File: src/rtl/pio_bank.sv
// pio_bank: multi-channel parallel I/O block on an Avalon-MM slave.
//
// Each channel has one output register, with atomic set/clear aliases, and
// one synchronised input port. Each input bit can capture rising and/or
// falling edges into a sticky write-1-to-clear register. A masked OR of the
// captures drives a registered level interrupt.
//
// Per-channel register map (word address = {channel, reg[2:0]}):
//   0 DATA (RO)     1 OUT (RW)        2 OUT_SET (WO)  3 OUT_CLR (WO)
//   4 EDGE_CAP (W1C) 5 IRQ_MASK (RW)  6 RISE_EN (RW)  7 FALL_EN (RW)
//
// Ports:
//   clk               single clock for all logic
//   reset_n           synchronous reset, active low
//   avs_address       word address {channel, reg}
//   avs_read          read strobe; data returned with a fixed latency of 1
//   avs_write         write strobe; takes effect on the sampling edge
//   avs_writedata     write data; bits above DATA_W are discarded
//   avs_readdata      read data; bits above DATA_W read 0
//   avs_readdatavalid high the cycle after an accepted read
//   irq               registered level interrupt
//   in_port           asynchronous inputs, channel c at [c*DATA_W +: DATA_W]
//   out_port          registered outputs, same packing
module pio_bank #(
    parameter int unsigned       NUM_CH      = 2,
    parameter int unsigned       DATA_W      = 32,
    parameter int unsigned       SYNC_STAGES = 2,
    parameter logic [DATA_W-1:0] OUT_RESET   = '0
) (
    input  logic                       clk,
    input  logic                       reset_n,
    input  logic [$clog2(NUM_CH)+2:0]  avs_address,
    input  logic                       avs_read,
    input  logic                       avs_write,
    input  logic [31:0]                avs_writedata,
    output logic [31:0]                avs_readdata,
    output logic                       avs_readdatavalid,
    output logic                       irq,
    input  logic [NUM_CH*DATA_W-1:0]   in_port,
    output logic [NUM_CH*DATA_W-1:0]   out_port
);

    localparam int unsigned ADDR_W     = $clog2(NUM_CH) + 3;
    localparam int unsigned SETTLE_MAX = SYNC_STAGES + 1;
    localparam int unsigned CNT_W      = $clog2(SETTLE_MAX + 1);

    typedef enum logic [2:0] {
        REG_DATA = 3'd0,
        REG_OUT  = 3'd1,
        REG_SET  = 3'd2,
        REG_CLR  = 3'd3,
        REG_CAP  = 3'd4,
        REG_MASK = 3'd5,
        REG_RISE = 3'd6,
        REG_FALL = 3'd7
    } reg_e;

    typedef logic [DATA_W-1:0] word_t;

    word_t out_q  [NUM_CH];
    word_t out_d  [NUM_CH];
    word_t cap_q  [NUM_CH];
    word_t cap_d  [NUM_CH];
    word_t mask_q [NUM_CH];
    word_t mask_d [NUM_CH];
    word_t rise_q [NUM_CH];
    word_t rise_d [NUM_CH];
    word_t fall_q [NUM_CH];
    word_t fall_d [NUM_CH];

    word_t sync_q   [NUM_CH][SYNC_STAGES];
    word_t prev_q   [NUM_CH];
    word_t sync_out [NUM_CH];
    word_t det      [NUM_CH];

    logic [CNT_W-1:0]  settle_q;
    logic [CNT_W-1:0]  settle_d;
    logic              settle_done;
    logic [31:0]       rdata_q;
    logic [31:0]       rdata_d;
    logic              rvalid_q;
    logic              irq_q;
    logic              irq_d;

    logic [ADDR_W-1:0] ch_sel;
    reg_e              reg_sel;
    word_t             wdata;

    // Channel indices at or above NUM_CH match no channel below, so such
    // reads return 0 and such writes are dropped.
    assign ch_sel      = avs_address >> 3;
    assign reg_sel     = reg_e'(avs_address[2:0]);
    assign wdata       = avs_writedata[DATA_W-1:0];
    assign settle_done = (settle_q == CNT_W'(SETTLE_MAX));

    // Edge detection stays gated until the synchronisers have flushed their
    // reset zeros, so inputs already high at reset release are not captured.
    always_comb begin
        for (int unsigned c = 0; c < NUM_CH; c++) begin
            sync_out[c] = sync_q[c][SYNC_STAGES-1];
            det[c]      = '0;
            if (settle_done) begin
                det[c] = (sync_out[c] & ~prev_q[c] & rise_q[c]) |
                         (~sync_out[c] & prev_q[c] & fall_q[c]);
            end
        end
    end

    always_comb begin
        out_d    = out_q;
        cap_d    = cap_q;
        mask_d   = mask_q;
        rise_d   = rise_q;
        fall_d   = fall_q;
        rdata_d  = rdata_q;
        irq_d    = 1'b0;
        settle_d = settle_done ? settle_q : settle_q + CNT_W'(1);

        if (avs_read) begin
            rdata_d = '0;
        end

        for (int unsigned c = 0; c < NUM_CH; c++) begin
            cap_d[c] = cap_q[c] | det[c];
            irq_d    = irq_d | (|(cap_q[c] & mask_q[c]));

            if (ch_sel == ADDR_W'(c)) begin
                if (avs_write) begin
                    case (reg_sel)
                        REG_OUT:  out_d[c]  = wdata;
                        REG_SET:  out_d[c]  = out_q[c] | wdata;
                        REG_CLR:  out_d[c]  = out_q[c] & ~wdata;
                        // A new edge on a bit being cleared keeps it set.
                        REG_CAP:  cap_d[c]  = (cap_q[c] & ~wdata) | det[c];
                        REG_MASK: mask_d[c] = wdata;
                        REG_RISE: rise_d[c] = wdata;
                        REG_FALL: fall_d[c] = wdata;
                        default: ;
                    endcase
                end
                // Read data comes from current register values, so a
                // coincident write is not visible to the read.
                if (avs_read) begin
                    case (reg_sel)
                        REG_DATA: rdata_d[DATA_W-1:0] = sync_out[c];
                        REG_OUT:  rdata_d[DATA_W-1:0] = out_q[c];
                        REG_CAP:  rdata_d[DATA_W-1:0] = cap_q[c];
                        REG_MASK: rdata_d[DATA_W-1:0] = mask_q[c];
                        REG_RISE: rdata_d[DATA_W-1:0] = rise_q[c];
                        REG_FALL: rdata_d[DATA_W-1:0] = fall_q[c];
                        default: ;
                    endcase
                end
            end
        end
    end

    always_ff @(posedge clk) begin
        if (!reset_n) begin
            for (int unsigned c = 0; c < NUM_CH; c++) begin
                out_q[c]  <= OUT_RESET;
                cap_q[c]  <= '0;
                mask_q[c] <= '0;
                rise_q[c] <= '1;
                fall_q[c] <= '0;
                prev_q[c] <= '0;
                for (int unsigned s = 0; s < SYNC_STAGES; s++) begin
                    sync_q[c][s] <= '0;
                end
            end
            settle_q <= '0;
            rdata_q  <= '0;
            rvalid_q <= 1'b0;
            irq_q    <= 1'b0;
        end else begin
            out_q  <= out_d;
            cap_q  <= cap_d;
            mask_q <= mask_d;
            rise_q <= rise_d;
            fall_q <= fall_d;
            for (int unsigned c = 0; c < NUM_CH; c++) begin
                sync_q[c][0] <= in_port[c*DATA_W +: DATA_W];
                for (int unsigned s = 1; s < SYNC_STAGES; s++) begin
                    sync_q[c][s] <= sync_q[c][s-1];
                end
                prev_q[c] <= sync_out[c];
            end
            settle_q <= settle_d;
            rdata_q  <= rdata_d;
            rvalid_q <= avs_read;
            irq_q    <= irq_d;
        end
    end

    always_comb begin
        out_port = '0;
        for (int unsigned c = 0; c < NUM_CH; c++) begin
            out_port[c*DATA_W +: DATA_W] = out_q[c];
        end
    end

    assign avs_readdata      = rdata_q;
    assign avs_readdatavalid = rvalid_q;
    assign irq               = irq_q;

endmodule

File: config.mk
export PLATFORM = sky130hd
export DESIGN_NAME = pio_bank
export DESIGN_NICKNAME = d
export VERILOG_FILES = /design/src/rtl/pio_bank.sv
export SDC_FILE = /design/constraint.sdc
export NUM_CORES = 1
export LEC_CHECK = 0
export CORE_MARGIN = 2
export CORE_UTILIZATION = 30
export DETAILED_ROUTE_END_ITERATION = 8
export PLACE_DENSITY = 0.5
export SETUP_SLACK_MARGIN = 0.15
export SLEW_MARGIN = 20
export SYNTH_ARGS = -nofsm -noshare
export SYNTH_HDL_FRONTEND = slang
export SYNTH_SLANG_ARGS = --single-unit
File: constraint.sdc
create_clock -name clk -period 2.6 [get_ports clk]
set_clock_uncertainty 0.05 [all_clocks]
set_input_delay 0.26 -clock clk [delete_from_list [all_inputs] [get_ports clk]]
set_output_delay 0.26 -clock clk [all_outputs]
set_load 0.02 [all_outputs]
# Word-level counts from Yosys, hierarchy flattened
# Memories as Yosys holds them, arrays and structs flattened.
# Index checks and enable logic that the tools add are counted.
# op_classes
n_eq_ne	8
n_mux	25
add_sub_neg	1
reduce_logical	13
bitwise_logic	34
# op_table
op	count
2-to-1 mux 32 bit	19
bitwise AND 32 bit	14
one-hot mux 32 bit (6 select lines)	2
OR 32 bit	8
one-hot mux 32 bit (3 select lines)	2
NOT 32 bit	5
OR reduction 32 bit	2
AND reduction 3 bit	8
== test 3 bit, second input constant	4
OR 1 bit	7
== test 3 x 2 -> 1 bit, second input constant	2
logical NOT 4 bit	1
== test 3 x 1 -> 1 bit, second input constant	1
logical NOT 3 bit	1
nonzero test 3 bit	1
adder 2 x 1 -> 2 bit, second input constant	1
== test 2 bit, second input constant	1
2-to-1 mux 1 bit	2
# word_totals
ff_bits	356
out_inout_bits	98
n_memories	2
wordCells	97
mem_bits_rw	192
in_bits	104
# memory_table
memory	words	width	rd	rd_clocked_by_memory_dff	wr	line	source
sync_q	2	64	2	0	2	71	word_t sync_q [NUM_CH][SYNC_STAGES];
prev_q	2	32	2	0	2	72	word_t prev_q [NUM_CH];

# Logic depth before layout (Yosys ltp)
# Gate-level depths: netlist of run 1.
# An unclocked memory read counts as a cell.
# logic_depth
word_depth	10
depth_mapped	9
mapped_depth_nobuf	5

# Worst setup path before layout of run 1
# No wires, ideal clock.
# synth_path
kind	input to register
from	input port avs_address[2]
to	register rdata_q[24] (netlist: avs_readdata[24])
cell_stages	7
arrival_time_ps	1572
setup_slack_ps	860
t_required_ps	2432
n_path_buf	3
path_cell_list	buf_2 buf_2 buf_2 mux2_2 a22oi_1 o221ai_1 o2111a_1
# synth_between
elab_chain_len	7
elab_cells_between_ends	12
cone_classes	eq/ne (5); mux (6); reduce/logical (1)
# synth_rtl
item	line	source
from (decl)	32	input logic [$clog2(NUM_CH)+2:0] avs_address,
== test 3 bit, or another cell as far along	144	case (reg_sel)
one-hot mux 32 bit (6 select lines)	144	
2-to-1 mux 32 bit	143	if (avs_read) begin
2-to-1 mux 32 bit	127	if (ch_sel == ADDR_W'(c)) begin
one-hot mux 32 bit (6 select lines)	144	
2-to-1 mux 32 bit	143	
2-to-1 mux 32 bit (*)	127	
to (signal assigned)	189	rdata_q <= rdata_d;
to (decl)	79	logic [31:0] rdata_q;
# Every way passes the cells marked *; elsewhere a longest branch is shown, timed or not.
# A chain may end at the register's enable or synchronous reset.

# Worst setup path after layout of run 1
# layout_path
from	register cap_q[21] (netlist name)
to	register irq_q (netlist: irq)
# layout_between
elab_chain_len	3
# layout_rtl
item	line	source
from (decl)	62	word_t cap_q [NUM_CH];
from (signal assigned)	177	cap_q <= cap_d;
bitwise AND 32 bit	125	irq_d = irq_d | (|(cap_q[c] & mask_q[c]));
OR reduction 32 bit	125	
OR 1 bit	125	
to (signal assigned)	191	irq_q <= irq_d;
to (decl)	82	logic irq_q;
# Every way passes these cells.

==> results of run 1 <==
## flip-flops by register name (all words and copies together), names as in the netlist
name               flops
settle_q               2
cap_q                 64
out_port              64
avs_readdata          32
irq                    1
avs_readdatavalid      1
mask_q                64
fall_q                64
rise_q                64
prev_q                64
sync_q               128
## metal layers
layer | up-vias | track usage, % | part of all wire [%]
met5 | - | 0 | 0.056
met4 | 8 | 9.14 | 4.0
met3 | 178 | 3.81 | 8.0
met2 | 898 | 36.4 | 45
met1 | 9956 | 31.6 | 43
li1 | 9289 | - | -
## layout make-up
cell class                      count  area share, %
Multi-Input combinational cell   1818           37.8
Timing Repair Buffer              317           11.4
Clock buffer                       97           6.50
Sequential cell                   548           39.4
Clock inverter                     13          0.584
Tap cell                          969           4.35
Antenna cell                        1        0.00898
Inverter                            3         0.0404
## kinds of logic (layout without fill, tap and decap cells)
| kind of cell | Yosys count | count (layout) |
|---|---|---|
| compound gates | 664 | 664 |
| other cells | 0 | 1 |
| flops | 548 | 548 |
| fa+ha+maj | 1 | 1 |
| buf+inv | 233 | 430 |
| xor+xnor | 1 | 1 |
| mux | 34 | 34 |
| simple gates | 1118 | 1118 |
## worst max path at each step
stage,depth (start not counted),start,end,slack [ns]
after global routing,6,cap_q[21],irq,0.28
final,6,cap_q[21],irq,0.30
after floorplan,7,avs_address[2],avs_readdata[24],0.86
after detailed placement,8,avs_address[2],avs_readdata[29],0.15
after global placement,9,avs_address[2],avs_readdata[25],0.13
after CTS,6,cap_q[21],irq,0.35
## worst register-to-register path: cells and delay by family, from the launching register on
family / cells / cell delay (ns)
compound gates: 3 / 1.18
flops: 1 / 0.36
simple gates: 2 / 0.28
buf+inv: 1 / 0.24
## power breakdown
part	total, mW	internal [mW]	switching, mW
clock	8.64	5.04	3.60
sequential	8.89	8.65	0.234
combinational	1.69	0.700	0.988
total	19.2	14.4	4.82
## placed cells by master (no fill, tap or decap), drive strengths merged, types with 2 or more instances in the layout
cell type	synthesis	routed
nand4	32	32
a21boi	194	194
inv	3	6
o211a	13	13
a221oi	14	14
mux2	15	15
mux2i	19	19
o211ai	5	5
nand2b	2	2
a21oi	49	49
bufinv	0	3
a222oi	31	31
a211oi	5	5
o21ai	140	140
nand3b	64	64
a211o	12	12
nand3	71	71
and3	6	6
buf	56	119
o221ai	10	10
and2	199	199
nor3	3	3
nor3b	2	2
clkdlybuf4s50	0	197
nor2	38	38
dfxtp	548	548
and3b	2	2
clkinv	0	7
nand2	620	620
a31oi	12	12
a22oi	151	151
o2111ai	2	2
clkbuf	174	97
o2111a	14	14
nor2b	79	79
a22o	10	10
## synth_stat cells, drive strengths merged (14+ instances only)
master,number,area [sq um]
nand3,71,355
o2111a,14,158
buf,56,268
o21ai,140,701
clkbuf,174,653
a222oi,31,310
mux2i,19,190
and2,199,1240
nor2b,79,494
a22oi,151,1130
a221oi,14,123
nand4,32,200
a21oi,49,245
mux2,15,169
nor2,38,143
nand2,620,2330
nand3b,64,480
a21boi,194,1460
dfxtp,548,11000
## per-stage QoR
step	total power [mW]	hold WS [ns]
after detailed placement	10.7	0.368
final	19.2	0.146
after global routing	19.9	0.133
after global placement	10.7	0.367
after floorplan	9.83	0.337
after CTS	19.4	0.106
## timing repair
action / in CTS / in global routing
hold buffers: 1 / 0
hold endpoints to repair: 42 / 0
setup endpoints to repair: 0 / 0
==> metrics.csv, run 1 <==
stage,metric,value,unit
outcome,run status,finished clean,
placed_design,DP Worst Slack,0.149,ns
logic_synthesis,compound-cell area share of the yosys netlist,21.1,%
final_layout,Fill cells,7423,
setup_path,Worst path max stage delay,0.63,ns
logic_synthesis,"EDFF count, synth",0,
hold_path,hold path endpoint,sync_q[1][50],
logic_synthesis,Synth Area in Simple Gates,23.9,%
logic_synthesis,Post-Synth XOR/XNOR Area,0.0392,%
setup_path,Worst EP required,2.99,ns
final_layout,Nets,2854,
clock_network,H-tree Lvls,2,
clock_network,Num Clock Sinks,548,
timing,Peak Freq,435,MHz
die,chip height,277,um
global_routing,number of global-route vias before repair,19900,
routing,Iter 0 DRT Violations,2298,
placed_design,gp weighted congestion,0.900,
timing,Tcrit/Tclk final,88.4,%
clock_network,post_cts resized,0,
clock_network,clock root cell,clkbuf_16,
logic_synthesis,Mapped Area,0.0223,sq mm
logic_synthesis,"Async S/R FF share, synth",0,%
timing,setup repair after global routing missed its margin,no,
hold_path,worst hold stages,2,
routing,vias post-DR,20300,
routing,drt pass-1 iters,7,
timing,slack of the critical path,0.302,ns
final_layout,register area,0.0110,sq mm
routing,Detail Route Antenna Nets,0,
clock_network,CTS Buf Count,61,
clock_network,Worst-path clk slew,0.06,ns
logic_synthesis,multiplexer share of the synthesized area,1.61,%
routing,Remaining DRCs,0,
global_routing,initial antenna violation count,8,
timing,slew of the pin with the lowest slew margin,0.836,ns
clock_network,Clock Latency Late Sink,0.63,ns
clock_network,CTS tree,built,
setup_path,CP cell instances,a22o_1 -> a221oi_1 -> buf_4 -> nand4_1 -> nor3_1 -> a21boi_0,
setup_path,worst-path fanout max,3,
timing,post-layout min period,2.30,ns
hold_path,Hold Crit Class,input pin to register,
logic_synthesis,Main synth FF type,dfxtp_1,
die,Die X,277,um
logic_synthesis,Mapped Nets,2704,
final_layout,Non-Filler Instances,3766,
setup_path,Critical path buffers and inverters,1,
pwr,Power Dens Cells,689,mW/mm^2
timing,Setup Viol. Count Final,0,
global_routing,pin count of the biggest net entering global routing,127,
placed_design,Inst Count DP,3654,
setup_path,cell family with most CP delay,compound AO/OA/AOI/OAI gates,
global_routing,total grt overflow,0,
die,starting density of the core,30.2,%
setup_path,Setup CP Type,register to register,
placed_design,Buffers on Ports,201,
logic_synthesis,Cells after Synth,2599,
final_layout,"Core Util, Final",37.6,%
routing,wire length per cell,24.2,um
setup_path,startpoint types,register,
setup_path,Worst setup EP type,register,
logic_synthesis,largest family of logic cells by synthesized area,simple AND/OR/NAND/NOR gates,
die,FP Rows,100,
setup_path,R2R Setup Slk,0.30,ns
timing,Final Hold Viols,0,
final_layout,share of cells above drive strength 1,8.33,%
logic_synthesis,Post-Synth Adder-Cell Area,0.0560,%
logic_synthesis,sequential share of the synthesized area,49.1,%
logic_synthesis,Yosys cell types,41,
die,Core Area,0.0741,sq mm
run,Max-Cap Viols,0,
pwr,Static Leak,9.99,nW
clock_network,CTS Buffer Depth,3,
routing,Post-Route WL,91100,um
final_layout,Layout area overhead,24.7,%
final_layout,final instance area,0.0279,sq mm
placed_design,Final HPWL DP,62500,um
logic_synthesis,number of synthesized register bits,548,
timing,setup tns final,0,ns
setup_path,critical path's slowest cell,a221oi_1,
setup_path,R2R Path End,irq,
die,# IOs,202,
placed_design,Post-DP Area,0.0259,sq mm
hold_path,worst hold start,in_port[50],
routing,vias per cell,5.40,
setup_path,FF-to-FF Start,cap_q[21],
final_layout,area of the multi-input gates,0.0105,sq mm
logic_synthesis,average cell area after synthesis,8.60,sq um
global_routing,Overall Global Routing Usage,23.1,%
setup_path,WP data arrival,2.69,ns
timing,Slew headroom,44.3,%
logic_synthesis,Synthesis Warnings,0,
clock_network,postcts setup bufs,0,
pwr,VDD IR max,531,uV
die,Die Area,0.0767,sq mm
global_routing,first-pass GRT wire length,134000,um
timing,max-slew violations,0,
setup_path,cell depth of the worst flop-to-flop path,6,
Power figures use the tool's default switching activity.
==> inputs of run 2 (changes only) <==
Settings changed: CORE_UTILIZATION 30 to 25, MAX_ROUTING_LAYER set to met4, PLACE_DENSITY 0.5 to 0.44.
==> metrics.csv, run 2 (synthesis results as in run 1) <==
stage,metric,value,unit
final_layout,largest reg by FF count,sync_q,
final_layout,Layout area overhead,27.1,%
timing,max-slew violations,0,
clock_network,H-tree Lvls,3,
routing,Detail Route Antenna Nets,0,
placed_design,Final HPWL DP,65600,um
run,Max-Cap Viols,0,
setup_path,Worst EP required,2.29,ns
timing,Tcrit/Tclk final,82.0,%
placed_design,Buffers on Ports,201,
setup_path,Worst setup EP type,output port,
global_routing,number of global-route vias before repair,19400,
final_layout,Fill cells,9080,
die,FP Rows,109,
global_routing,Overall Global Routing Usage,20.9,%
placed_design,gp weighted congestion,0.868,
timing,post-layout min period,2.13,ns
final_layout,share of cells above drive strength 1,8.75,%
clock_network,Clock Latency Late Sink,0.62,ns
global_routing,first-pass GRT wire length,137000,um
routing,drt pass-1 iters,9,
routing,vias per cell,5.15,
pwr,VDD IR max,377,uV
timing,setup tns final,0,ns
clock_network,postcts setup bufs,0,
clock_network,cts hold-fix bufs,1,
clock_network,CTS tree,built,
clock_network,Num Clock Sinks,548,
setup_path,Worst path max stage delay,0.68,ns
final_layout,max reg flops,128,
outcome,failing checks,DRC,
die,# IOs,202,
setup_path,Critical path buffers and inverters,1,
setup_path,CP cell instances,clkdlybuf4s50_1,
timing,Fin Hold WS,0.165,ns
timing,slew of the pin with the lowest slew margin,0.759,ns
routing,Remaining DRCs,8,
timing,Final Hold Viols,0,
timing,Setup Viol. Count Final,0,
routing,Post-Route WL,95300,um
clock_network,CTS Buffer Depth,3,
clock_network,CTS Buf Count,66,
hold_path,Hold Crit Class,input pin to register,
pwr,Power Dens Cells,708,mW/mm^2
timing,Slew headroom,48.9,%
global_routing,initial antenna violation count,7,
routing,Iter 0 DRT Violations,2583,
setup_path,cell family with most CP delay,buffers and inverters,
final_layout,"Core Util, Final",32.1,%
routing,wire length per cell,24.0,um
routing,vias post-DR,20400,
setup_path,Setup CP Type,register to output port,
timing,setup repair after global routing missed its margin,no,
pwr,Static Leak,10.1,nW
final_layout,Nets,2854,
die,Die X,303,um
outcome,run status,"complete, but fails checks",
final_layout,"commonest non-fill, non-tap cells in the layout","620 x nand2_1, 548 x dfxtp_1, 199 x and2_1",
timing,Peak Freq,469,MHz
global_routing,pin count of the biggest net entering global routing,129,
setup_path,critical path's slowest cell,clkdlybuf4s50_1,
final_layout,"commonest non-fill, non-tap cell in the layout",nand2_1,
die,starting density of the core,25.2,%
clock_network,post_cts resized,0,
die,Die Area,0.0918,sq mm
die,chip height,303,um
setup_path,worst-path fanout max,3,
clock_network,Worst-path clk slew,0.06,ns
setup_path,startpoint types,register,
setup_path,WP data arrival,1.82,ns
die,Core Area,0.0885,sq mm
clock_network,clock root cell,clkbuf_16,
global_routing,total grt overflow,0,
run 2: changes by cell type in the layout (fill, tap and decap cells not counted), sizes merged:
cell / previous run / this run
clkinvlp: 0 / 2
clkbuf: 97 / 94
bufinv: 3 / 5
clkinv: 7 / 14
buf: 119 / 114
diode: 1 / 4
inv: 6 / 7
run 2: worst paths after layout:
check                start             to  slack [ns]  cells after the start
max reg2reg     mask_q[46]            irq        0.50                      5
max           out_port[19]   out_port[19]        0.47                      1
min            in_port[48]  sync_q[1][48]        0.16                      2
min reg2reg  sync_q[0][53]  sync_q[0][21]        0.38                      1
run 2: where the power goes:
group | internal (mW) | switching (mW) | total (mW)
clock network | 5.66 | 3.83 | 9.49
registers | 8.65 | 0.238 | 8.89
logic | 0.711 | 1.00 | 1.71
total | 15.0 | 5.07 | 20.1
run 2: area by class of cell:
type,instances,area [sq um],area share (%)
clock inverter,25,297,1.04
antenna,4,10.0,0.0352
sequential,548,11000,38.6
tap,1165,1460,5.13
inverter,3,11.3,0.0396
multi-input combinational,1818,10500,37.1
timing repair buffer,312,3210,11.3
clock buffer,94,1920,6.75
run 2: routing by layer:
layer	global-route usage, %	vias up	part of all wire, %
met5	-	-	0
met4	8.09	0	3.2
met3	2.98	167	6.8
met2	31.5	936	45
met1	28.1	10000	45
li1	-	9301	-
run 2: metrics by stage:
stage	area, sq um	power [mW]	cells	setup slack [ns]
after floorplan	22300	9.83	2599	0.860
after global placement	26200	10.8	3845	0.206
after detailed placement	26200	10.8	3845	0.193
after CTS	28400	20.3	3965	0.434
after global routing	28400	20.8	3969	0.328
final	28400	20.1	3969	0.468
